==> config.mk <==
export PLATFORM = sky130hd
export DESIGN_NAME = flags_unit
export DESIGN_NICKNAME = d
export VERILOG_FILES = /design/src/rtl/flags_unit.sv
export SDC_FILE = /design/constraint.sdc
export NUM_CORES = 1
export LEC_CHECK = 0
export CORE_UTILIZATION = 33
export CTS_BUF_LIST = sky130_fd_sc_hd__clkbuf_8
export CTS_CLUSTER_DIAMETER = 60
export CTS_CLUSTER_SIZE = 10
export DETAILED_ROUTE_END_ITERATION = 8
export SLEW_MARGIN = 30
export SYNTH_ARGS = -nofsm -noshare
export SYNTH_HDL_FRONTEND = slang
export SYNTH_SLANG_ARGS = --single-unit
==> constraint.sdc <==
create_clock -name clock -period 7.1 [get_ports clock]
set_clock_uncertainty 0.1 [all_clocks]
set_input_delay 1.42 -clock clock [delete_from_list [all_inputs] [get_ports clock]]
set_output_delay 1.42 -clock clock [all_outputs]
set_load 0.02 [all_outputs]
==> src/rtl/flags_unit.sv <==
// Architectural condition-flag register {carry, negative, zero} with a LIFO
// save/restore stack for calls and returns, zero-cycle forwarding and sticky stack errors.
module flags_unit #(
    parameter int DATA_WIDTH  = 32,
    parameter int STACK_DEPTH = 8
) (
    input  logic                         clock,
    input  logic                         reset_n,
    input  logic [DATA_WIDTH-1:0]        alu_result,
    input  logic                         alu_carry,
    input  logic                         set_flags,
    input  logic                         push,
    input  logic                         pop,
    input  logic                         stall,
    input  logic                         flush,
    input  logic                         clear_errors,
    output logic [2:0]                   flags,
    output logic [2:0]                   flags_fwd,
    output logic [$clog2(STACK_DEPTH):0] stack_count,
    output logic                         stack_overflow,
    output logic                         stack_underflow
);

    localparam int PTR_W = $clog2(STACK_DEPTH);
    localparam int CNT_W = PTR_W + 1;

    logic [2:0]       flags_reg, flags_next;
    logic [CNT_W-1:0] count_reg, count_next;
    logic             overflow_reg, overflow_next;
    logic             underflow_reg, underflow_next;

    logic [2:0]       stack_mem [STACK_DEPTH];
    logic [2:0]       cand_flags;
    logic [2:0]       top_entry;
    logic [PTR_W-1:0] push_idx, top_idx;
    logic             act, eff_push, eff_pop;
    logic             full, empty;
    logic             do_push, do_pop;

    assign cand_flags = {alu_carry, alu_result[DATA_WIDTH-1], ~|alu_result};

    assign act      = ~stall & ~flush;
    assign eff_push = act & push & ~pop;
    assign eff_pop  = act & pop & ~push;

    assign full  = (count_reg == CNT_W'(STACK_DEPTH));
    assign empty = (count_reg == '0);

    assign do_push = eff_push & ~full;
    assign do_pop  = eff_pop & ~empty;

    // Write slot is the current depth; the top entry sits one below it.
    assign push_idx  = count_reg[PTR_W-1:0];
    assign top_idx   = PTR_W'(count_reg - CNT_W'(1));
    assign top_entry = stack_mem[top_idx];

    always_comb begin
        flags_next     = flags_reg;
        count_next     = count_reg;
        overflow_next  = clear_errors ? 1'b0 : overflow_reg;
        underflow_next = clear_errors ? 1'b0 : underflow_reg;

        if (do_pop)
            flags_next = top_entry;
        else if (act & set_flags)
            flags_next = cand_flags;

        if (do_push)
            count_next = count_reg + CNT_W'(1);
        else if (do_pop)
            count_next = count_reg - CNT_W'(1);

        // A fresh error in the same cycle beats clear_errors.
        if (eff_push & full)
            overflow_next = 1'b1;
        if (eff_pop & empty)
            underflow_next = 1'b1;
    end

    always_ff @(posedge clock or negedge reset_n) begin
        if (!reset_n) begin
            flags_reg     <= 3'b000;
            count_reg     <= '0;
            overflow_reg  <= 1'b0;
            underflow_reg <= 1'b0;
        end else begin
            flags_reg     <= flags_next;
            count_reg     <= count_next;
            overflow_reg  <= overflow_next;
            underflow_reg <= underflow_next;
        end
    end

    // Stack entries are not reset; stack_count alone defines which are valid.
    for (genvar gi = 0; gi < STACK_DEPTH; gi++) begin : g_entry
        always_ff @(posedge clock) begin
            if (do_push && push_idx == PTR_W'(gi))
                stack_mem[gi] <= flags_reg;
        end
    end

    assign flags           = flags_reg;
    assign flags_fwd       = flags_next;
    assign stack_count     = count_reg;
    assign stack_overflow  = overflow_reg;
    assign stack_underflow = underflow_reg;

endmodule

Word-level counts from Yosys, hierarchy flattened
Memories as Yosys holds them, arrays and structs flattened.
Cells that the tools add are included.
{"block": "op_classes", "n_addsub": 2, "multipliers": 0, "div": 0, "order_cmp": 0, "eq_ne": 8, "shift": 0, "mux": 44, "bitwise_logic": 16, "n_reduce_logical": 22}
{"cell": "$mux 3", "n": 16}
{"cell": "$reduce_or 32->1", "n": 1}
{"cell": "$mux 1", "n": 26}
{"cell": "$reduce_or 3->1", "n": 7}
{"cell": "$eq 3x3->1 const B", "n": 4}
{"cell": "$and 1x1->1", "n": 10}
{"cell": "$logic_and 1x1->1", "n": 8}
{"cell": "$mux 4", "n": 2}
{"cell": "$eq 3x2->1 const B", "n": 2}
{"cell": "$not 1->1", "n": 6}
{"cell": "$reduce_bool 2->1", "n": 3}
{"cell": "$add 4x1->4 const B", "n": 1}
{"cell": "$eq 4x4->1 const B", "n": 1}
{"cell": "$logic_not 4->1", "n": 1}
{"cell": "$sub 4x1->4 const B", "n": 1}
{"cell": "$eq 3x1->1 const B", "n": 1}
{"cell": "$logic_not 3->1", "n": 1}
{"cell": "$logic_not 1->1", "n": 1}
{"block": "word_totals", "regBits": 9, "latch_bits": 0, "mem_bits_rw": 24, "romBits": 0, "output_inout_bits": 12, "n_memories": 1}
{"name": "stack_mem", "words": 8, "width": 3, "read_ports": 1, "rd_ports_with_merged_regs": 0, "write_ports": 1, "line": "32", "rtl": "logic [2:0] stack_mem [STACK_DEPTH];"}

Logic depth before layout (Yosys ltp)
{"block": "depth", "word_depth": 16, "ltp_mapped": 8, "depth_no_buf": 6}

Least setup slack after synthesis
No wires, ideal clock.
{"block": "synth_path", "path_type": "input to output", "start": "in push", "end": "out flags_fwd[0]", "t_arrival_ns": 2.753, "path_slack_ns": 2.827, "path_stages": 5, "path_buffers": 1, "cell_sequence": "or4b_4 -> nand2b_4 -> buf_6 -> o21ai_1 -> a2bb2oi_1"}
{"block": "synth_via", "elab_chain_len": 4}
{"item": "from (decl)", "line": "12", "rtl": "input logic push,"}
{"item": "$not 1->1", "line": "44", "rtl": "assign eff_pop = act & pop & ~push;"}
{"item": "$and 1x1->1", "line": "44"}
{"item": "$and 1x1->1", "line": "50", "rtl": "assign do_pop = eff_pop & ~empty;"}
{"item": "$mux 3", "line": "63", "rtl": "if (do_pop)"}
{"item": "to (decl)", "line": "18", "rtl": "output logic [2:0] flags_fwd,"}
No other way between the ends.

Final worst setup path
{"block": "layout_path", "start": "in stall", "end": "out flags_fwd[0]"}
{"block": "layout_via", "elab_chain_len": 6, "word_cells_on_any_way": 8, "classes_between": "mux: 2; bitwise: 6"}
{"item": "from (decl)", "line": "14", "rtl": "input logic stall,"}
{"item": "$not 1->1 (*)", "line": "42", "rtl": "assign act = ~stall & ~flush;"}
{"item": "$and 1x1->1 (*)", "line": "42"}
{"item": "$and 1x1->1 (2 in a row)", "line": "44"}
{"item": "$and 1x1->1", "line": "50"}
{"item": "$mux 3 (*)", "line": "63"}
Mark *: on every way between the ends. The rest lies on a longest branch, timed or not.

==> metrics.md <==
| Metric | Value |
|---|---|
| Yosys warnings | 0 |
| First DRT Iteration DRCs | 62 |
| Post-synth cell types | about 40 |
| Fmax | 0.192 GHz |
| Clock latency on the worst-skew pair | 270 ps |
| CP most frequent cell | clkdlybuf4s50_1 |
| Post-detail-place hpwl | 3040 um |
| Top FF cell, synth | edfxtp_1 |
| Outcome | finished clean |
| Rows | 25 |
| Reg2reg setup slack | approximately 4300 ps |
| Flops & latches, synth | 33 |
| Hold Buf Count CTS | 0 |
| TNS Setup | 0 ps |
| Clock tree buffer depth | 2 |
| Final min period | 5220 ps |
| Vias in the first global route | 1212 |
| CTS resizes | 0 |
| WP data required | 5580 ps |
| Area occupied by multi-input gates | between 600 and 700 um^2 |
| R2R Path End | flags[2] |
| Seq/Total Area, Yosys | 0.571 |
| Worst Setup SP | stall |
| Reg clk slew, reported paths | 60 ps |
| Post-synth EDFFs | 24 |
| Final period utilization | 0.735 |
| Routed WL | 3870 um |
| Clock Sinks | 33 |
| Async S/R FF share, synth | 0.273 |
| Worst-path maximum fanout | 4 |
| Max-Cap Viols | 0 |
| Max reg flops | 24 |
| Residual DRC count | 0 |
| Crit Path Category | input pin to output pin |
| Slew @ Worst Pin | between 600 and 700 ps |
| Drt wl/cell | between 15 and 20 um |
| Pin count of the biggest net entering global routing | 14 |
| Layout cell share with drive strength beyond 1 | 0.110 |
| Vias per Instance | 5.00 |
| Crit end category | output pin |
| Slew Viols, Final | 0 |
| Starting density of the core | 0.346 |
| Core area | 4790 um^2 |
| Filler cell count | 420 |
| GRT overflow | 0 |
| Nets | 220 |
| CTS tree | done |
| Clk Tree Root Cell | clkbuf_8 |
| Via count | 1199 |
| RSZ-0062 raised after global routing | false |
| Max-slew headroom | 0.552 |
| DRT antenna net count | 0 |
| Number of setup buffers added after CTS | 0 |
| Post-synthesis cell area | ~1700 um^2 |
| Pre-CTS setup slack | 1890 ps |
| Crit-path slowest cell | clkdlybuf4s50_1 |
| Post-Synthesis Cells | around 120 |
| CTS HTree Levels | 2 |
| CP Cell Sequence | clkdlybuf4s50_1, nor3b_1, nand3_1, nor3_1, a2bb2oi_1, clkdlybuf4s50_1 |
| Hold WS | 441 ps |
| Synth-to-Final Area Change | 41.4% |
| Pleak | 0.849 nW |
| Slowest stage delay, CP | 640 ps |
| Crit path depth | 6 |
| Final setup viols | 0 |
| Ant diodes | 0 |
| Overall routing resource usage | 0.160 |
| Synthesized Nets | 165 |
| Die area | 5310 um^2 |
| Worst R2R Path Depth | 6 |
| Peak VDD IR | 0.209 mV |
| Reg-to-reg startpoint | stack_count[0] |
| Final worst slack | around 1900 ps |
| # IOs | 53 |
| Overall power | 0.771 mW |
| Sequential cell area | 946 um^2 |
| CP top delay family | buffers and inverters |
| Critical Path End | flags_fwd[0] |
| GP Congestion | 0.764 |
| WP data arrival | around 3700 ps |
| Min-Delay Path Class | flop to flop |
| Drt first pass iters | 4 |
| Buf/Inv on CP | 2 |
| Count of buffers from port buffering | 52 |
| Fin. Hold Viols | 0 |
| Average size of a mapped cell | 14.2 um^2 |
| Startpoint types | input pin |
| Power Dens Cells | 329 nW/um^2 |
| Die width | between 70 and 80 um |
| Inserted Clock Buffers | 5 |
| Worst Hold Launch | stack_underflow |
| Die height | between 70 and 80 um |
| First-pass GRT wire length | 6180 um |
| Initial antenna violation count | 0 |
worst reg2reg max path: cells and delay by family, from the launching register on:
kind | cells | cell delay [ps]
simple gates | 1 | 140
mux | 1 | 370
flops | 1 | 740
compound gates | 2 | 400
fa+ha+maj | 1 | 610
buf+inv | 1 | 280
synth_stat cells (2+ instances only):
master / count / area share
mux2i_1: 4 / 0.024
o22ai_1: 2 / 0.0075
a21oi_1: 3 / 0.0091
edfxtp_1: 24 / 0.43
dfrtp_1: 9 / 0.14
inv_1: 7 / 0.016
nand2_1: 4 / 0.0091
and3_1: 5 / 0.019
nor2_1: 2 / 0.0045
a211oi_1: 2 / 0.0091
ha_1: 7 / 0.053
nand3_1: 4 / 0.012
nor3b_1: 3 / 0.014
mux4_2: 6 / 0.082
nor4_1: 8 / 0.030
buf_2: 2 / 0.0060
area by class of cell:
type / count / area share
sequential: 33 / 0.404
multi-input combinational: 73 / 0.282
timing repair buffer: 52 / 0.222
tap: 67 / 0.0358
clock buffer: 5 / 0.0294
clock inverter: 3 / 0.0160
inverter: 7 / 0.0112
per-layer routing:
metal | track usage | part of all wire
met1 | 0.227 | 0.46
met2 | 0.246 | 0.50
met3 | 0.0373 | 0.038
met4 | 0.0458 | 0.0067
met5 | 0 | 0
cell usage in the layout, fill, tap and decap left out, types with 2 or more instances in the layout:
master	netlist	final
dfrtp_1	9	9
nor2_1	2	2
mux2i_1	4	4
a21oi_1	3	3
ha_1	7	7
clkbuf_8	0	5
o22ai_1	2	2
nand2_1	4	4
edfxtp_1	24	24
and3_1	5	5
mux4_2	6	6
inv_1	7	8
nor4_1	8	8
clkdlybuf4s50_1	0	52
nor3b_1	3	3
nand3_1	4	4
a211oi_1	2	2
metrics by stage:
step                       util  area, um^2  instances
after floorplan               -        1660        117
after global placement    0.467        2240        232
after detailed placement  0.467        2240        232
after CTS                 0.490        2340        240
after global routing      0.490        2340        240
final                     0.490        2340        240
kinds of logic after synthesis:
logic type      count (synthesis)  synth area share
compound gates                 14            0.0581
xor+xnor                        2            0.0106
fa+ha+maj                       7            0.0528
buf+inv                        11            0.0309
flops                          33             0.571
mux                            11             0.112
simple gates                   39             0.165
how the worst min path moves through the flow:
| stage | to | slack, ps | cells after the start |
|---|---|---|---|
| CTS | stack_underflow | 450 | 2 |
| global route | stack_underflow | 480 | 2 |
| floorplan | stack_overflow | 520 | 2 |
| detailed placement | stack_underflow | 430 | 2 |
| finish | stack_underflow | 440 | 2 |
| global placement | stack_overflow | 420 | 2 |
power breakdown:
| group | internal (mW) | leakage (nW) | switching [mW] |
|---|---|---|---|
| Combinational | 0.157 | 0.463 | 0.146 |
| Clock | 0.102 | 0.0570 | 0.0630 |
| Sequential | 0.246 | 0.330 | 0.0568 |
| Total | 0.505 | 0.849 | 0.266 |
No activity file was read; power rests on OpenSTA's default activity.
